===== config.mk =====
export PLATFORM = sky130hd
export DESIGN_NAME = block_data_memory
export DESIGN_NICKNAME = d
export VERILOG_FILES = /design/src/rtl/block_data_memory.sv
export SDC_FILE = /design/constraint.sdc
export NUM_CORES = 2
export LEC_CHECK = 0
export CORE_MARGIN = 4
export CORE_UTILIZATION = 60
export CTS_CLUSTER_DIAMETER = 60
export DETAILED_ROUTE_END_ITERATION = 16
export PLACE_DENSITY_LB_ADDON = 0.3
export SLEW_MARGIN = 20
export SYNTH_ARGS = -nofsm -noshare
export SYNTH_HDL_FRONTEND = slang
export SYNTH_SLANG_ARGS = --single-unit

===== constraint.sdc =====
create_clock -name clock -period 4.8 [get_ports clock]
set_input_delay 0.72 -clock clock [delete_from_list [all_inputs] [get_ports clock]]
set_output_delay 0.72 -clock clock [all_outputs]
set_load 0.02 [all_outputs]

===== src/rtl/block_data_memory.sv =====
// Block-organised backing memory behind the data cache. Each request moves one
// 32-bit block and keeps busywait high for a fixed LATENCY cycles. A one-cycle
// DONE phase follows, in which requests are ignored.
module block_data_memory #(
  parameter int unsigned ADDR_W  = 6,
  parameter int unsigned LATENCY = 5   // legal range 2..15
) (
  input  logic              clock,
  input  logic              reset,      // asynchronous, active-low
  input  logic              read,
  input  logic              write,
  input  logic [ADDR_W-1:0] address,
  input  logic [31:0]       writedata,
  output logic [31:0]       readdata,
  output logic              busywait
);

  localparam int unsigned Depth   = 2 ** ADDR_W;
  localparam logic [3:0]  CntLoad = 4'(LATENCY - 1);

  typedef enum logic [1:0] {StIdle, StAccess, StDone} state_e;

  state_e            state_q, state_d;
  logic [3:0]        cnt_q, cnt_d;
  logic [ADDR_W-1:0] addr_q, addr_d;
  logic [31:0]       data_q, data_d;
  logic              wr_q, wr_d;
  logic [31:0]       readdata_q;
  logic              busy;
  logic              perform;

  logic [31:0] mem_q [Depth];

  // Next-state logic: capture the request in IDLE, count latency, one DONE cycle.
  always_comb begin
    state_d = state_q;
    cnt_d   = cnt_q;
    addr_d  = addr_q;
    data_d  = data_q;
    wr_d    = wr_q;
    busy    = 1'b0;
    perform = 1'b0;
    unique case (state_q)
      StIdle: begin
        if (read || write) begin
          busy    = 1'b1;
          state_d = StAccess;
          cnt_d   = CntLoad;
          addr_d  = address;
          data_d  = writedata;
          wr_d    = write;           // write has priority over read
        end
      end
      StAccess: begin
        busy  = 1'b1;
        cnt_d = cnt_q - 4'd1;
        if (cnt_q == 4'd1) begin
          perform = 1'b1;
          state_d = StDone;
        end
      end
      StDone: begin
        // Requester still holds read/write here, so this cycle never accepts.
        state_d = StIdle;
      end
      default: state_d = StIdle;
    endcase
  end

  // Mask with reset so a request seen while reset is held never raises busywait.
  assign busywait = busy & reset;
  assign readdata = readdata_q;

  // Control and capture registers; reset aborts any in-flight access.
  always_ff @(posedge clock or negedge reset) begin
    if (!reset) begin
      state_q <= StIdle;
      cnt_q   <= 4'd0;
      addr_q  <= '0;
      data_q  <= 32'h0;
      wr_q    <= 1'b0;
    end else begin
      state_q <= state_d;
      cnt_q   <= cnt_d;
      addr_q  <= addr_d;
      data_q  <= data_d;
      wr_q    <= wr_d;
    end
  end

  // Read result register; only a completed read updates it.
  always_ff @(posedge clock or negedge reset) begin
    if (!reset) begin
      readdata_q <= 32'h0;
    end else if (perform && !wr_q) begin
      readdata_q <= mem_q[addr_q];
    end
  end

  // Storage array, deliberately not reset.
  always_ff @(posedge clock) begin
    if (perform && wr_q) begin
      mem_q[addr_q] <= data_q;
    end
  end

endmodule


==> impl.org <==
** Run status
- Status :: finished clean

** Worst setup path
- Of all nets on the critical path, the largest fanout is 68.
- STA classifies the critical path endpoint as a register.
- Data arrival time of the critical path :: 4560 ps
- Data required time of the worst path :: 5510 ps
- Kind of start point of the critical path :: register
- Classification of the worst setup path :: register to register

** Floorplanning
- Row generation in the floorplan step produced 134 rows.
- IO Pins :: 75
- Die width :: 376 µm
- Die Area :: 0.141 mm²
- Overall die height :: 376 µm
- The floorplan step defined a core boundary enclosing 0.134 mm².
- Initial Util :: 60.6%

** Finish
- Area taken by flip-flops and latches :: 0.0635 mm²
- The post-route netlist has 19.1% of its cells at a drive strength greater than 1.
- At the end of the flow, the number of nets in the layout was 4,535.
- The count of cells in the finished layout, fillers not included, comes to 6,436.
- Total of fill cells in the finished design :: 8,253
- The multi-input combinational cells in the finished layout cover a total of 0.0167 mm².
- Compared with the post-synthesis result, the final layout area differs by 13.1%.

** GRT
- After global routing the overflow that remains totals 0.
- Overall fraction of global-route tracks in use :: 33.1%
- Number of global-route vias before repair :: 45,013
- Entering global routing, the biggest net connects 101 pins.
- The first global-routing pass estimated 330 mm of wire.
- The initial antenna violation count was 12.

** Timing
- Setup total negative slack :: 0 ps
- The total count of hold-check failures in the final report was 0.
- In this run the tightest slew margin relative to its limit is 23.2%.
- Final setup skew :: 27.6 ps
- Final setup violation count :: 0
- Min Hold Slack :: 492 ps
- Final critical-path share of the clock period :: 80.3%
- Worst Tran Pin Value :: 1150 ps
- The number of pins with negative max-slew slack in the final report came to 0.
- Min cycle time layout :: 3850 ps
- Highest achievable clock rate :: 259 MHz
- Unrepaired setup endpoints after global routing :: false

** Power
- Leakage dissipation :: 29.3 nW
- Cell Pwr Density :: 635 mW/mm²
- After layout, the design draws a total of 58.2 mW.
- IR analysis of the VDD net gives a maximum drop of 0.712 mV.

** Clock tree
- Number of buffers inserted during clock tree synthesis :: 203
- No sink is reached through more buffers than the 3 on the longest clock path.
- TritonCTS built the clock tree.
- Clock Pin Slew Worst Setup and Hold Paths :: 60 ps
- CTS placed an instance of clkbuf_16 at the clock tree root.
- The clock net in this run drives a total of 2,125 sinks.
- Clock insertion delay at the later pin of the skew report :: 850 ps
- In this run the number of H-tree levels came out at 4.

** Logic synthesis
- The synthesized netlist devotes 8.33% of its cell area to compound gates.
- Synth Area in Adders :: 0.0309%
- Combinational family with the most area after synthesis :: multiplexers
- Synthesis produced a netlist whose cell count is 4,283.
- Net count after synthesis :: 4,327
- Count of flip-flops with a built-in enable after synthesis :: 2,048
- Summing the sequential cell areas from Yosys gives 78.3% of the chip area.
- The average instance in the mapped netlist occupies 18.9 µm².
- After synthesis, the share of flip-flops with an asynchronous set or reset is 3.62%.
- Among all flip-flop cells after synthesis, the most frequent one is edfxtp_1.
- After synthesis the cells add up to 0.0811 mm².
- The synthesized netlist devotes 0% of its cell area to XOR and XNOR gates.
- Synth Area in Simple Gates :: 2.10%
- Synthesis warning total :: 0
- Yosys mapped the design onto 66 distinct sky130hd cell types.
- Share of synthesized area spent on multiplexers :: 9.35%
- Synthesized flop and latch total :: 2,125

** Place
- Placed wire-length estimate :: 137 mm
- Once placement completed, the tool counted placed cells totaling 6,053.
- At the end of routability-driven placement, the weighted congestion stood at 0.893.
- During placement, the flow inserted port buffers numbering 74.

** Detailed routing
- For this run, design rule violations remaining after detail routing come to 0.
- Vias after detailed routing :: 46,366
- After detailed routing, the total wire length is 234 mm.
- The pre-antenna-repair detailed-routing pass consisted of 6 iterations.
- Violation count after the first detailed-route iteration :: 8,136
- Dividing the detail-routed wire length by the instance count gives 36.3 µm.
- Once detail routing completed, the nets flagged for antenna violations numbered 0.
- Via count normalized by instance count :: 7.20

** Worst hold path
- Type of the tightest min-delay check :: primary input to register

** Job
- Max cap viols :: 0
[state kept, by name, summed over array words and instances (netlist names)]
| name | count |
|---|---|
| wr_q | 1 |
| readdata | 32 |
| mem_q | 2048 |
| cnt_q | 4 |
| data_q | 32 |
| addr_q | 6 |
| state_q | 2 |
[cell usage in the layout (no fill, tap or decap), types with 16 or more instances in the layout]
cell type / count
a211oi_1: 17
a21oi_1: 99
a221oi_1: 278
a22o_1: 22
a22oi_1: 165
a31oi_1: 26
buf_12: 36
buf_4: 188
clkbuf_1: 37
clkbuf_16: 204
clkdlybuf4s50_1: 73
clkinv_1: 51
clkinv_2: 38
dfrtp_1: 42
dfrtp_2: 30
edfxtp_1: 2048
mux2_2: 103
mux2i_1: 309
mux4_2: 147
nand2_1: 60
nand3_1: 33
nor2_1: 147
nor2_4: 68
o21ai_0: 106
o22ai_1: 68
o32a_1: 16
[Yosys cell counts, drive strengths merged (62+ instances only)]
master	number	area share (%)
nor2	215	1.0
o21ai	113	0.70
a221oi	281	3.1
a22oi	165	1.5
mux2	104	1.4
dfrtp	77	2.4
clkbuf	104	0.48
o22ai	68	0.52
nand2	62	0.29
a21oi	99	0.61
buf	191	1.4
mux2i	309	3.8
mux4	147	4.1
edfxtp	2048	76
[cells by family (layout without fill, tap and decap cells)]
logic type | after synthesis | count (layout)
flops | 2125 | 2125
compound gates | 909 | 909
mux | 560 | 560
simple gates | 388 | 388
buf+inv | 299 | 676
fa+ha+maj | 2 | 2
other cells | 0 | 8
[final timing paths]
check                      depth (start not counted)                  endpoint  slack (ps)             startpoint
min in group asynchronous                          2  readdata[30]$_DFFE_PN0P_         510                  reset
min                                                2    data_q[24]$_DFFE_PN0P_         490          writedata[24]
max in group asynchronous                          3     addr_q[0]$_DFFE_PN0P_        2960                  reset
min reg2reg                                        1      cnt_q[3]$_DFFE_PN0P_         500   cnt_q[3]$_DFFE_PN0P_
max                                                8   readdata[9]$_DFFE_PN0P_         950  addr_q[2]$_DFFE_PN0P_
max reg2reg                                        8   readdata[9]$_DFFE_PN0P_         950  addr_q[2]$_DFFE_PN0P_
[through the flow]
| step | utilization [%] | setup WS (ps) | cell area (µm²) |
|---|---|---|---|
| after global placement | 63.7 | 1060 | 85200 |
| final | 68.5 | 946 | 91700 |
| after CTS | 68.5 | 1020 | 91700 |
| after detailed placement | 63.7 | 1060 | 85200 |
| after global routing | 68.5 | 1040 | 91700 |
| after floorplan | - | 1360 | 81100 |
[report_power, final]
part | internal [mW] | switching, mW | total [mW]
Clock | 8.69 | 6.84 | 15.5
Combinational | 5.53 | 12.9 | 18.4
Sequential | 23.5 | 0.828 | 24.3
[routing by layer]
layer / share of wire, % / vias to the layer above / track usage [%]
met2: 45 / 3922 / 49.0
met4: 6.7 / 10 / 19.4
met5: 0.050 / - / 0
li1: - / 18262 / -
met3: 13 / 718 / 7.71
met1: 35 / 23454 / 45.8
[layout make-up]
cell class,instances,share of cell area (%)
Clock buffer,254,5.91
Timing Repair Buffer,298,3.13
Multi-Input combinational cell,1859,18.2
Tap cell,1768,2.41
Sequential cell,2125,69.2
Clock inverter,120,1.10
Antenna cell,8,0.0218
Inverter,4,0.0205
[timing repair]
action,in CTS,in global routing
gates resized for setup,0,0
hold buffers,1,0
hold endpoints to repair,28,0
setup buffers,0,0
[critical path, stage by stage, from the launching register on]
cell and delay, ps:
dfrtp_4 900, buf_12 410, nor2_4 260, buf_4 330, a22oi_1 190, nor2_1 60, o31ai_1 610, o2111ai_1 430
o32a_1 410
Note: power is estimated with default switching activity, not from simulation.
